## config.mk

```make
export PLATFORM = sky130hd
export DESIGN_NAME = interrupt_queue
export DESIGN_NICKNAME = d
export VERILOG_FILES = /design/src/rtl/intq_pkg.sv /design/src/rtl/rr_arbiter.sv /design/src/rtl/interrupt_queue.sv
export SDC_FILE = /design/constraint.sdc
export NUM_CORES = 1
export LEC_CHECK = 0
export CORE_MARGIN = 2
export CORE_UTILIZATION = 59
export CTS_CLUSTER_SIZE = 10
export DETAILED_ROUTE_END_ITERATION = 10
export PLACE_DENSITY = 0.92
export SLEW_MARGIN = 10
export SYNTH_ARGS = -nofsm -noshare
export SYNTH_HDL_FRONTEND = slang
export SYNTH_SLANG_ARGS = --single-unit
```

## constraint.sdc

```tcl
create_clock -name clock -period 8.2 [get_ports clock]
set_input_delay 1.64 -clock clock [delete_from_list [all_inputs] [get_ports clock]]
set_output_delay 1.64 -clock clock [all_outputs]
set_load 0.05 [all_outputs]
```

## src/rtl/intq_pkg.sv

```systemverilog
// Shared constants and helpers for the interrupt queue and its round-robin arbiter.
package intq_pkg;

    localparam int INTQ_NUM_CH = 4;
    localparam int INTQ_DEPTH  = 8;
    localparam int INTQ_DATA_W = 32;

    localparam logic [INTQ_DATA_W-1:0] INTQ_NOP = '0;

    // Index width that stays legal (>= 1 bit) even for a single channel.
    function automatic int intq_idx_w(input int n);
        return (n > 1) ? $clog2(n) : 1;
    endfunction

endpackage

```

## src/rtl/rr_arbiter.sv

```systemverilog
// Round-robin arbiter: grants the first requesting channel found searching
// upward from ptr with wrap-around; one-hot grant plus encoded index.
module rr_arbiter
    import intq_pkg::*;
#(
    parameter  int NUM_CH = INTQ_NUM_CH,
    localparam int IDX_W  = intq_idx_w(NUM_CH)
) (
    input  logic [NUM_CH-1:0] req,
    input  logic [IDX_W-1:0]  ptr,
    output logic [NUM_CH-1:0] gnt,
    output logic [IDX_W-1:0]  idx
);

    int               sum;
    logic [IDX_W-1:0] cand;
    logic             found;

    // NOTE: every variable driven here gets a default first, so no path leaves
    // it unassigned and no latch is inferred.
    always_comb begin
        gnt   = '0;
        idx   = '0;
        found = 1'b0;
        sum   = 0;
        cand  = '0;
        for (int k = 0; k < NUM_CH; k++) begin
            sum = int'(ptr) + k;
            if (sum >= NUM_CH) sum = sum - NUM_CH;
            cand = IDX_W'(sum);
            if (!found && req[cand]) begin
                found     = 1'b1;
                gnt[cand] = 1'b1;
                idx       = cand;
            end
        end
    end

endmodule

```

## src/rtl/interrupt_queue.sv

```systemverilog
// Round-robin arbitrated interrupt instruction FIFO with a synchronised reset release.
// Optional macro INTERRUPT_QUEUE_HIGHWATER_EN adds the high_water occupancy tracker.
module interrupt_queue
    import intq_pkg::*;
#(
    parameter int NUM_CH = INTQ_NUM_CH,
    parameter int DEPTH  = INTQ_DEPTH,
    parameter int DATA_W = INTQ_DATA_W
) (
    input  logic                     clock,
    input  logic                     reset,
    input  logic [NUM_CH-1:0]        ch_valid,
    input  logic [NUM_CH*DATA_W-1:0] ch_instr,
    output logic [NUM_CH-1:0]        ch_ready,
    output logic [DATA_W-1:0]        interrupt_instruction,
    output logic                     int_valid,
    input  logic                     int_ack,
    output logic [$clog2(DEPTH):0]   count
`ifdef INTERRUPT_QUEUE_HIGHWATER_EN
    ,
    output logic [$clog2(DEPTH):0]   high_water
`endif
);

    localparam int AW = $clog2(DEPTH);
    localparam int CW = AW + 1;
    localparam int PW = intq_idx_w(NUM_CH);

    // Reset asserts immediately but releases two edges later.
    logic [1:0] rst_sync_q;
    logic       rst_sync_n;

    // NOTE: sequential state is always updated with non-blocking assignments.
    always_ff @(posedge clock or negedge reset) begin
        if (!reset) rst_sync_q <= 2'b00;
        else        rst_sync_q <= {rst_sync_q[0], 1'b1};
    end

    assign rst_sync_n = rst_sync_q[1];

    logic [CW-1:0]     count_q, count_d;
    logic [AW-1:0]     wr_ptr_q, wr_ptr_d;
    logic [AW-1:0]     rd_ptr_q, rd_ptr_d;
    logic [PW-1:0]     rr_ptr_q, rr_ptr_d;
    logic [DATA_W-1:0] mem [DEPTH];

    logic [NUM_CH-1:0] arb_gnt;
    logic [PW-1:0]     arb_idx;
    logic              full, push, pop;
    logic [DATA_W-1:0] push_data;

    rr_arbiter #(.NUM_CH(NUM_CH)) u_arb (
        .req (ch_valid),
        .ptr (rr_ptr_q),
        .gnt (arb_gnt),
        .idx (arb_idx)
    );

    // A pop in the same cycle does not free a slot for the push.
    assign full      = (count_q == CW'(DEPTH));
    assign ch_ready  = (rst_sync_n && !full) ? arb_gnt : '0;
    assign push      = |(ch_valid & ch_ready);
    assign int_valid = (count_q != '0);
    assign pop       = int_ack && int_valid;

    always_comb begin
        push_data = '0;
        for (int i = 0; i < NUM_CH; i++) begin
            if (arb_gnt[i]) push_data = ch_instr[i*DATA_W +: DATA_W];
        end
    end

    always_comb begin
        count_d  = count_q;
        wr_ptr_d = wr_ptr_q;
        rd_ptr_d = rd_ptr_q;
        rr_ptr_d = rr_ptr_q;
        if (push) begin
            wr_ptr_d = wr_ptr_q + AW'(1);
            rr_ptr_d = (arb_idx == PW'(NUM_CH - 1)) ? '0 : arb_idx + PW'(1);
        end
        if (pop) rd_ptr_d = rd_ptr_q + AW'(1);
        if (push && !pop)      count_d = count_q + CW'(1);
        else if (!push && pop) count_d = count_q - CW'(1);
    end

    always_ff @(posedge clock or negedge rst_sync_n) begin
        if (!rst_sync_n) begin
            count_q  <= '0;
            wr_ptr_q <= '0;
            rd_ptr_q <= '0;
            rr_ptr_q <= '0;
        end else begin
            count_q  <= count_d;
            wr_ptr_q <= wr_ptr_d;
            rd_ptr_q <= rd_ptr_d;
            rr_ptr_q <= rr_ptr_d;
        end
    end

    // NOTE: storage has no reset; occupancy and the output mask keep stale words invisible.
    always_ff @(posedge clock) begin
        if (push) mem[wr_ptr_q] <= push_data;
    end

    assign interrupt_instruction = int_valid ? mem[rd_ptr_q] : DATA_W'(INTQ_NOP);
    assign count                 = count_q;

`ifdef INTERRUPT_QUEUE_HIGHWATER_EN
    logic [CW-1:0] hw_q;

    always_ff @(posedge clock or negedge rst_sync_n) begin
        if (!rst_sync_n)         hw_q <= '0;
        else if (count_q > hw_q) hw_q <= count_q;
    end

    assign high_water = hw_q;
`endif

endmodule
```

# Word level (Yosys, flattened, before mapping)
# Memory sizes are Yosys's and may differ from the RTL's.
# Cells that the tools add are included.
op_classes:
  reduce_logical: 20
  n_eq_ne: 2
  n_bitwise: 4
  n_lt_le_gt_ge: 12
  n_addsub: 12
  muxes: 42
ops:
  columns: ["op", "count"]
  rows:
  - ["$mux W32", 5]
  - ["$mux W4", 7]
  - ["$mux W2", 9]
  - ["$mux W1", 13]
  - ["$lt A2 B3 Y1 const B", 4]
  - ["$or A4 B4 Y4", 3]
  - ["$logic_and A1 B1 Y1", 11]
  - ["$ge A3 B3 Y1 const B", 3]
  - ["$bmux W1 S2", 4]
  - ["$demux W1 S2", 4]
  - ["$ge A2 B1 Y1 const B", 4]
  - ["$sub A2 B1 Y2 const B", 4]
  - ["$add A2 B2 Y3 const B", 2]
  - ["$add A3 B1 Y3 const B", 2]
  - ["$logic_not A1 Y1", 6]
  - ["$add A4 B1 Y4 const B", 1]
  - ["$and A4 B4 Y4", 1]
  - ["$eq A4 B4 Y1 const B", 1]
  - ["$reduce_bool A4 Y1", 1]
  - ["$reduce_or A4 Y1", 1]
  - ["$sub A4 B1 Y4 const B", 1]
  - ["$add A2 B1 Y3 const B", 1]
  - ["$ge A2 B3 Y1 const B", 1]
  - ["$add A2 B1 Y2 const B", 1]
  - ["other kinds (2)", 2]
totals:
  elab_cells: 98
  ff_bits: 14
  n_memories: 1
  ramBits: 256
memory_table:
  columns: ["name", "words", "word_bits", "rd", "rd_clocked_by_memory_dff", "wr", "line", "text"]
  rows:
  - ["mem", 8, 32, 1, 0, 1, "interrupt_queue.sv:45", "logic [DATA_W-1:0] mem [DEPTH];"]

# Longest topological paths before layout
# Gate-level depths: netlist of run 1.
logic_depth:
  word_depth: 21
  depth_mapped: 20
  ltp_nobuf: 16

# Cells and area by module
# Synthesis of run 1 repeated with hierarchy kept, for this count alone.
unflattened:
  hier_cells: 645
  hier_area_um2: 11692.5
by_module_without_submodules:
  columns: ["mod", "seq_area_each_um2", "cells_each", "instances", "area_per_inst_um2"]
  rows:
  - ["interrupt_queue", 8037.7, 597, 1, 11288.3]
  - ["rr_arbiter", 0.0, 48, 1, 404.1]

# Least setup slack after synthesis of run 1
# OpenSTA, ideal clock, no wires.
synth_path:
  path_kind: "input port to flip-flop"
  from: "input port ch_valid[1]"
  to: "memory mem[2][0] (netlist name), enable pin"
  cell_stages: 8
  path_buffers: 2
  t_arrival_ns: 6.684
  setup_time_ns: 0.513
  path_slack_ns: 1.003
  cell_sequence: "buf_2 > mux4_2 > nor2_2 > o211ai_1 > o22ai_1 > o21bai_1 > buf_2 > nor4b_1"
synth_via:
  elab_chain_len: 17
  word_cells_on_any_way: 29
  cone_classes: "mux: 18; bitwise: 4; reduce/logical: 7"
synth_lines:
  columns: ["item", "line", "text"]
  rows:
  - ["start, declared", "interrupt_queue.sv:12", "input logic [NUM_CH-1:0] ch_valid,"]
  - ["$bmux W1 S2", "rr_arbiter.sv:31", "if (!found && req[cand]) begin"]
  - ["$mux W1 (not written as such)", "rr_arbiter.sv:31", null]
  - ["$mux W1", "rr_arbiter.sv:31", null]
  - ["$logic_not A1 Y1", "rr_arbiter.sv:31", null]
  - ["$logic_and A1 B1 Y1", "rr_arbiter.sv:31", null]
  - ["$mux W1", "rr_arbiter.sv:31", null]
  - ["$logic_not A1 Y1", "rr_arbiter.sv:31", null]
  - ["$logic_and A1 B1 Y1", "rr_arbiter.sv:31", null]
  - ["$mux W1", "rr_arbiter.sv:31", null]
  - ["$logic_not A1 Y1", "rr_arbiter.sv:31", null]
  - ["$logic_and A1 B1 Y1", "rr_arbiter.sv:31", null]
  - ["$mux W4", "rr_arbiter.sv:31", null]
  - ["$mux W4", "interrupt_queue.sv:61", "assign ch_ready = (rst_sync_n && !full) ? arb_gnt : '0;"]
  - ["$and A4 B4 Y4 (*)", "interrupt_queue.sv:62", "assign push = |(ch_valid & ch_ready);"]
  - ["$reduce_or A4 Y1 (*)", "interrupt_queue.sv:62", null]
  - ["$mux W1 (*)", "interrupt_queue.sv:103", "if (push) mem[wr_ptr_q] <= push_data;"]
  - ["$mux W1 (not written as such) (*)", "interrupt_queue.sv:103", null]
  - ["end, declared", "interrupt_queue.sv:45", null]
# Every way passes the cells marked *; elsewhere a longest branch is shown, timed or not. The select of a mux whose other input is x is not followed.

# Worst setup path in the final report of run 1
layout_path:
  from: "input port ch_valid[3]"
  to: "output port ch_ready[2]"
layout_via:
  elab_chain_len: 13
  word_cells_on_any_way: 25
  cone_classes: "mux: 16; bitwise: 3; reduce/logical: 6"
layout_lines:
  columns: ["item", "line", "text"]
  rows:
  - ["$bmux W1 S2", "rr_arbiter.sv:31", null]
  - ["$mux W1 (not written as such)", "rr_arbiter.sv:31", null]
  - ["$mux W1", "rr_arbiter.sv:31", null]
  - ["$logic_not A1 Y1", "rr_arbiter.sv:31", null]
  - ["$logic_and A1 B1 Y1", "rr_arbiter.sv:31", null]
  - ["$mux W1", "rr_arbiter.sv:31", null]
  - ["$logic_not A1 Y1", "rr_arbiter.sv:31", null]
  - ["$logic_and A1 B1 Y1", "rr_arbiter.sv:31", null]
  - ["$mux W1", "rr_arbiter.sv:31", null]
  - ["$logic_not A1 Y1", "rr_arbiter.sv:31", null]
  - ["$logic_and A1 B1 Y1", "rr_arbiter.sv:31", null]
  - ["$mux W4 (*)", "rr_arbiter.sv:31", null]
  - ["$mux W4 (*)", "interrupt_queue.sv:61", null]
  - ["end, declared", "interrupt_queue.sv:14", "output logic [NUM_CH-1:0] ch_ready,"]
# Marked as above.

==> flow_summary.json, run 1 <==
{
  "netlist_area_um2": 12200,
  "synth-edff-count": 256,
  "die_x_um": 148,
  "hp-class": "flip-flop to async pin",
  "critical-path-top-delay-family": "buffers and inverters",
  "post-cts-setup-buffer-count": 0,
  "ctsResizeCount": 0,
  "finish.instance_area_um2": 15100,
  "yosys_warnings": 0,
  "crit_path_frequent_cell": "clkdlybuf4s50_1",
  "worst_pin_slew_ns": 1.21,
  "report.final.slew_viol_count": 0,
  "synth_xor_area_share_pct": 0.646,
  "htree_levels": 1,
  "worstPathMaxFanout": 14,
  "initialDrtViolationCount": 904,
  "rows": 52,
  "synth_top_area_share_pct": 63.0,
  "clockRootBuffer": "clkbuf_16",
  "drive_above_1_share_pct": 18.4,
  "dpl_cell_area_um2": 14300,
  "diodes": 0,
  "cts_buffers": 30,
  "arrival_ns": 4.66,
  "grt_usage_pct": 29.7,
  "port_buffers": 175,
  "synth_compound_area_share_pct": 9.17,
  "irDropWorstVdd_mv": 0.862,
  "via_count": 7687,
  "wirelength_um": 32200,
  "dpl.hpwl_um": 18700,
  "ys_seq_area_share_pct": 65.8,
  "cp.required_ns": 6.56,
  "cts_tree": "done",
  "fillers": 1121,
  "yosys_register_bits": 270,
  "status": "complete, no violations",
  "synth_top_family_by_area": "multiplexers",
  "cts-hold-fix-buffers": 0,
  "cp-startpoint": "ch_valid[3]",
  "synth.area.mux_share_pct": 15.9,
  "core_um2": 20300,
  "maxCapViolations": 0,
  "hold_violations": 0,
  "rsz0062_at_grt": "no",
  "yosys.area_share.simple_pct": 4.80,
  "cts.sinks": 270,
  "die_y_um": 148,
  "final_common_cell": "edfxtp_1",
  "ys.flop_type": "edfxtp_1",
  "route.detailed.drc": 0,
  "synth-async-reset-ratio_pct": 5.19,
  "ios": 176,
  "synthAdderAreaFrac_pct": 1.29,
  "critPathSlowestCell": "clkdlybuf4s50_1",
  "gr-total-overflow": 0,
  "path_buf_inv": 2,
  "period_needed_ns": 6.30,
  "cts.clk_slew.worst_paths_ns": 0.06,
  "max-slew-margin-rel_pct": 19.0,
  "syn_inst": 717,
  "crit_chain": "clkdlybuf4s50_1 -> mux4_2 -> nor2b_1 -> a22oi_1 -> and2_1 -> nor2_1 -> clkdlybuf4s50_1",
  "yosysUniqueCellTypes": 48,
  "grt_pass1_wl_um": 48300,
  "start_util_pct": 60.1,
  "wire_per_inst_um": 27.3,
  "fmax_mhz": 159,
  "fin_crit_sh_pct": 76.8,
  "synth.area.top_cells": "edfxtp_1 63%, mux4_2 13%, a2bb2oi_2 3.6%, mux2i_1 3.0%, dfrtp_1 2.9%",
  "synth_top_area_cell": "edfxtp_1",
  "layout_common_cells": "256 x edfxtp_1, 175 x clkdlybuf4s50_1, 68 x mux4_2, 38 x a22oi_1",
  "setup-tns-final_ns": 0,
  "grt_pass1_vias": 8320,
  "clock_latency_ns": 0.54,
  "area_growth_pct": 23.9,
  "ant_nets": 0,
  "setup_violations": 0,
  "antenna_found_initial": 0,
  "gp_congestion": 0.969,
  "grt_max_degree": 53,
  "fin_skew_ns": 0.0206,
  "worstSetupEndpointType": "primary output",
  "nets": 1032,
  "pwr_density_cell_nw_per_um2": 492,
  "clock_path_buffers": 3,
  "routed_via_density": 6.53,
  "dieArea_um2": 21900,
  "syn_nets": 864,
  "cp-start-kind": "primary input",
  "p_leak_nw": 5.08,
  "critical_path_class": "primary input to primary output",
  "cpPeakStageDelay_ns": 0.81,
  "synth_area_per_cell_um2": 17.0,
  "dr.pass1.iters": 6
}
cells in the mapped netlist (2+ instances only):
master,n
a21o_1,2
a21oi_1,2
a22o_1,2
a22oi_1,38
a2bb2oi_1,4
a2bb2oi_2,29
buf_1,14
buf_2,6
buf_6,5
clkbuf_1,31
dfrtp_1,14
edfxtp_1,256
ha_1,11
inv_1,9
mux2_2,4
mux2i_1,36
mux4_2,68
nand2_1,19
nand2b_1,3
nand3_1,36
nand3b_1,4
nor2_1,39
nor2b_1,2
nor3_1,3
nor4_1,3
nor4b_1,4
o211ai_1,3
o21a_1,3
o21ai_0,9
o21ai_1,29
o22ai_1,5
xnor2_1,7
xor2_1,2
kinds of logic after synthesis:
group	after synthesis
DFF	270
AOI/OAI and AO/OA	132
and+or+nand+nor	120
muxes	108
buffers and inverters	65
adders and majority gates	12
xor gates and xnor gates	9
other	1
registers in the layout, indices dropped and copies added, names as in the netlist, named ones only:
name	count
rd_ptr_q	3
wr_ptr_q	3
mem	256
rr_ptr_q	1
rst_sync_q	2
count	4
stage by stage:
stage	hold WS (ns)	utilization, %	total power [mW]	setup slack [ns]	instances
after global routing	0.314	74.5	7.73	1.74	1177
after floorplan	0.165	-	5.01	1.00	717
after global placement	0.264	70.3	6.03	2.11	1123
final	0.261	74.5	7.45	1.90	1177
after CTS	0.277	74.5	7.42	1.95	1177
after detailed placement	0.266	70.3	6.19	1.97	1123
report_power, final:
part / total [mW] / switching [mW] / leakage [nW] / internal, mW
Combinational: 3.84 / 2.46 / 2.18 / 1.38
Sequential: 2.41 / 0.186 / 2.50 / 2.23
Clock: 1.19 / 0.493 / 0.409 / 0.699
area by class of cell:
cell class	count	area, um^2	area share (%)
clock buffers	54	862	5.70
inverters	9	33.8	0.223
multi-input cells	382	3980	26.3
flip-flops and latches	270	8040	53.2
well taps	270	338	2.23
repair buffers	192	1880	12.4
metal layers:
metal | up-vias | routed length (um) | track usage [%] | share of wire (%)
li1 | 3249 | - | - | -
met1 | 3841 | 11200 | 37.0 | 35
met2 | 509 | 16800 | 51.8 | 52
met3 | 88 | 2970 | 5.43 | 9.2
met4 | 0 | 1210 | 12.7 | 3.7
met5 | - | 0 | 0 | 0
final timing paths:
check | end | slack [ns] | depth (start not counted)
worst max-delay path | ch_ready[2] | 1.90 | 7
worst min-delay path | count[3] | 0.26 | 0
worst max register to register | mem[2][11] | 3.06 | 11
worst min register to register | count[3] | 0.26 | 0
max in group asynchronous | rst_sync_q[0] | 6.80 | 1
min in group clock | rst_sync_q[1] | 0.37 | 0
Note: power is estimated with default switching activity, not from simulation.
==> run 2, diff against run 1 <==
- CORE_UTILIZATION: 59 -> 49
- PLACE_DENSITY: 0.92 -> 0.82
- clock period: 8.2 -> 5.4 ns (I/O delays scaled with it)
==> flow_summary.json, run 2 (synthesized netlist as in run 1, its figures left out) <==
{
  "rsz0062_at_grt": "no",
  "clock_path_buffers": 3,
  "fillers": 1725,
  "ios": 176,
  "ff2ff_path_depth": 16,
  "fmax_mhz": 196,
  "layout.cells.non_filler": 1231,
  "wirelength_um": 30200,
  "reg2reg_slack_ns": 1.20,
  "post-place-ws_ns": 0.378,
  "worst_pin_slew_ns": 0.932,
  "start_util_pct": 50.1,
  "finish.instance_area_um2": 15400,
  "irDropWorstVdd_mv": 0.971,
  "r2r-start": "rr_ptr_q[1]",
  "initialDrtViolationCount": 610,
  "worstPathMaxFanout": 11,
  "cp.required_ns": 4.32,
  "antenna_found_initial": 1,
  "cts.clk_slew.worst_paths_ns": 0.06,
  "grt_pass1_wl_um": 45700,
  "total_power_mw": 11.3,
  "core_um2": 24400,
  "largest_reg_flops": 256,
  "maxCapViolations": 0,
  "final_common_cell": "edfxtp_1",
  "post-cts-setup-buffer-count": 0,
  "max-slew-margin-rel_pct": 37.2,
  "fin_crit_sh_pct": 94.3,
  "worst_slack_ns": 0.307,
  "layout_common_cells": "256 x edfxtp_1, 175 x clkdlybuf4s50_1, 68 x mux4_2, 38 x a22oi_1",
  "nets": 1042,
  "gr-total-overflow": 0,
  "cts_tree": "done",
  "status": "complete, no violations",
  "hold_violations": 0,
  "multi_input_area_um2": 4000,
  "period_needed_ns": 5.09,
  "pwr_density_cell_nw_per_um2": 738,
  "drive_above_1_share_pct": 20.0,
  "via_count": 7449,
  "cp-start-kind": "primary input",
  "dr.pass1.iters": 5,
  "dieArea_um2": 26200,
  "arrival_ns": 4.01,
  "port_buffers": 175,
  "setup_violations": 0,
  "cts.sinks": 270,
  "hp-class": "flip-flop to async pin",
  "critical_path_class": "primary input to primary output",
  "die_x_um": 162,
  "reg2reg_to": "count[3]",
  "grt_max_degree": 47,
  "dp_cells": 1186,
  "clock_latency_ns": 0.56,
  "route.detailed.drc": 0,
  "cts_buffers": 31,
  "grt_usage_pct": 23.2,
  "worstSetupEndpointType": "primary output",
  "clockRootBuffer": "clkbuf_16",
  "fin_skew_ns": 0.0213,
  "ff_latch_area_um2": 8040,
  "wire_per_inst_um": 24.5,
  "htree_levels": 1,
  "rows": 57,
  "gp_congestion": 0.868,
  "p_leak_nw": 5.16,
  "report.final.slew_viol_count": 0,
  "grt_pass1_vias": 7900,
  "routed_via_density": 6.05,
  "dpl.hpwl_um": 18000,
  "regMostFlops": "mem",
  "ant_nets": 0,
  "die_y_um": 162,
  "dpl_cell_area_um2": 14500,
  "area_growth_pct": 25.8
}
run 2: worst max path at each step:
| stage | startpoint | endpoint | slack [ns] | cells past startpoint |
|---|---|---|---|---|
| after floorplan | ch_valid[1] | mem[1][0] | -1.21 | 8 |
| after global placement | ch_valid[0] | ch_ready[2] | 0.38 | 7 |
| after detailed placement | ch_valid[0] | ch_ready[2] | 0.38 | 7 |
| after CTS | rr_ptr_q[1] | ch_ready[2] | 0.29 | 8 |
| after global routing | rr_ptr_q[1] | ch_ready[2] | 0.09 | 8 |
| final | ch_valid[0] | ch_ready[2] | 0.31 | 7 |
run 2: final cells by class:
| cell class | count | area share [%] |
|---|---|---|
| clock buffer | 42 | 5.38 |
| inverter | 9 | 0.220 |
| sequential | 270 | 52.4 |
| clock inverter | 2 | 0.179 |
| tap | 324 | 2.64 |
| timing repair buffer | 201 | 13.2 |
| multi-input combinational | 382 | 26.0 |
| antenna | 1 | 0.0163 |
run 2: per-stage QoR:
step	hold slack [ns]	util [%]	setup TNS, ns
final	0.244	63.0	0
after floorplan	0.165	-	-133.55
after CTS	0.259	63.0	0
after global placement	0.239	59.5	0
after detailed placement	0.262	59.5	0
after global routing	0.291	63.0	0
run 2: critical path: stages:
cell	delay, ns
clkdlybuf4s50_1	0.60
mux4_2	0.62
nor2b_1	0.33
a22oi_1	0.20
and2_1	0.24
nor2_1	0.11
clkdlybuf4s50_1	0.82
run 2: timing repair:
item,CTS,global route
hold buffers,0,0
hold endpoints to repair,0,0
setup endpoints to repair,0,1
gates resized for setup,0,1
run 2: routing by layer:
metal,track usage [%],part of all wire (%),vias up
li1,-,-,3264
met1,29.0,37,3733
met4,7.44,2.8,0
met5,0,0,-
met2,40.1,51,386
met3,5.92,9.0,66
run 2: where the power goes:
group	switching (mW)	internal, mW
logic	3.66	2.20
registers	0.297	3.38
clock network	0.753	1.05
total	4.71	6.63
==> run 3, diff against run 2 <==
- ABC_AREA: default -> 1
- CORE_UTILIZATION: 49 -> 50
- PLACE_DENSITY: 0.82 -> 0.83
==> flow_summary.json, run 3 <==
{
  "synth_top_area_share_pct": 62.2,
  "worst_slack_ns": 0.651,
  "dpl.hpwl_um": 19400,
  "syn_nets": 1268,
  "ys.flop_type": "edfxtp_1",
  "yosysMostFrequentCell": "edfxtp_1",
  "gr-total-overflow": 0,
  "synth_common_cells": "256 x edfxtp_1, 204 x nor2_1, 168 x o21ai_0, 118 x nand2_1, 52 x clkbuf_1",
  "worst_pin_slew_ns": 1.10,
  "cp-start-kind": "flip-flop",
  "yosys_register_bits": 270,
  "use_met3_pct": 4.01,
  "core_um2": 24300,
  "nets": 1425,
  "synth-edff-count": 256,
  "period_needed_ns": 4.75,
  "synth.area.top_cells": "edfxtp_1 62%, o21ai_0 6.8%, nor2_1 6.2%, nand2_1 3.6%, dfrtp_1 2.8%",
  "synth-async-reset-ratio_pct": 5.19,
  "gp_congestion": 0.868,
  "busiest_layer": "met2",
  "fin_crit_sh_pct": 88.0,
  "report.final.slew_viol_count": 0,
  "die_x_um": 161,
  "yosysUniqueCellTypes": 37,
  "via_count": 9371,
  "antenna_found_initial": 0,
  "worstPathMaxFanout": 54,
  "setup-tns-final_ns": 0,
  "rsz0062_at_grt": "no",
  "initialDrtViolationCount": 933,
  "dr.pass1.iters": 5,
  "die_y_um": 161,
  "hold_slack_ns": 0.208,
  "ant_nets": 0,
  "synth_top_area_cell": "edfxtp_1",
  "start_util_pct": 50.8,
  "netlist_area_um2": 12400,
  "hp-class": "flip-flop to async pin",
  "wire_per_inst_um": 19.9,
  "cts.clk_slew.worst_paths_ns": 0.06,
  "cts-hold-fix-buffers": 0,
  "area_growth_pct": 23.6,
  "clockRootBuffer": "clkbuf_16",
  "cp.required_ns": 4.32,
  "status": "complete, no violations",
  "yosys_warnings": 0,
  "route.detailed.drc": 0,
  "regMostFlops": "mem",
  "setup_violations": 0,
  "cts.sinks": 270,
  "port_buffers": 175,
  "ctsResizeCount": 0,
  "largest_reg_flops": 256,
  "dieArea_um2": 26000,
  "grt_max_degree": 69,
  "ios": 176,
  "grt_usage_pct": 24.1,
  "syn_inst": 1121,
  "fmax_mhz": 211,
  "critical_path_class": "flip-flop to primary output",
  "routed_via_density": 5.81,
  "arrival_ns": 3.67,
  "rows": 57,
  "post-place-ws_ns": 0.795,
  "ff_latch_area_um2": 8040,
  "cts_buffers": 31,
  "wirelength_um": 32000,
  "worstSetupEndpointType": "primary output",
  "grtUsageMet2_pct": 41.6,
  "synth_area_per_cell_um2": 11.0,
  "clock_latency_ns": 0.55,
  "htree_levels": 1,
  "grt_pass1_vias": 9462,
  "drive_above_1_share_pct": 8.15,
  "clock_path_buffers": 3,
  "post-cts-setup-buffer-count": 0,
  "final_common_cell": "edfxtp_1",
  "layout_common_cells": "256 x edfxtp_1, 196 x nor2_1, 175 x clkdlybuf4s50_1, 168 x o21ai_0, 118 x nand2_1",
  "maxCapViolations": 0,
  "fin_skew_ns": 0.00913,
  "cts_tree": "done",
  "max-slew-margin-rel_pct": 26.2,
  "ys_seq_area_share_pct": 65.1,
  "multi_input_area_um2": 3890,
  "grt_pass1_wl_um": 49500,
  "fillers": 1765,
  "gr-usage-met1_pct": 31.6,
  "post-route-util_pct": 62.8,
  "diodes": 0,
  "hold_violations": 0
}
-- run 3: area by class of cell --
| cell class | instances | share of cell area, % |
|---|---|---|
| clock inverters | 3 | 0.139 |
| multi-input cells | 746 | 25.5 |
| inverters | 29 | 0.754 |
| clock buffers | 40 | 5.30 |
| repair buffers | 200 | 12.9 |
| flip-flops and latches | 270 | 52.7 |
| well taps | 324 | 2.66 |
-- run 3: cell families (layout without fill, tap and decap cells) --
family | after synthesis | after routing | share of synthesized area [%]
AOI/OAI and AO/OA | 372 | 372 | 17.5
and+or+nand+nor | 355 | 355 | 11.8
DFF | 270 | 270 | 65.1
buffers and inverters | 105 | 272 | 3.92
adders and majority gates | 12 | 12 | 1.28
xor gates and xnor gates | 6 | 6 | 0.425
other | 1 | 1 | 0.0304
-- run 3: final timing paths --
kind / startpoint / slack (ns) / to / cells past startpoint
hold reg to reg: rst_sync_q[1] / 0.21 / count[1] / 0
setup reg to reg: flip-flop / 1.25 / count[3] / 21
min in group clock: rst_sync_q[0] / 0.35 / rst_sync_q[1] / 0
hold / removal: rst_sync_q[1] / 0.21 / count[1] / 0
setup / recovery: rd_ptr_q[1] / 0.65 / interrupt_instruction[20] / 6
max in group asynchronous: reset / 4.58 / rst_sync_q[1] / 1
-- run 3: layer usage --
metal	share of wire, %	vias to the layer above
li1	-	4332
met1	40	4482
met2	49	501
met3	8.5	56
met4	2.3	0
met5	0	-
-- run 3: through the flow --
stage,cell area (um^2),std cells
6_report,15300,1612
3_3_place_gp,14400,1569
5_1_grt,15300,1612
4_1_cts,15300,1612
3_5_place_dp,14400,1569
2_1_floorplan,12400,1121
-- run 3: worst max-delay path, stage by stage, from the launching register on --
cell	delay (ns)
dfrtp_2	0.41
inv_2	0.73
o21ai_0	0.35
o22ai_1	0.22
o21ai_0	0.17
a31oi_1	0.36
clkdlybuf4s50_1	0.87
Power of run 3 is left out: the tool's default activity adds up to more than one toggle a clock period on the data nets, which glitch-free logic cannot reach.
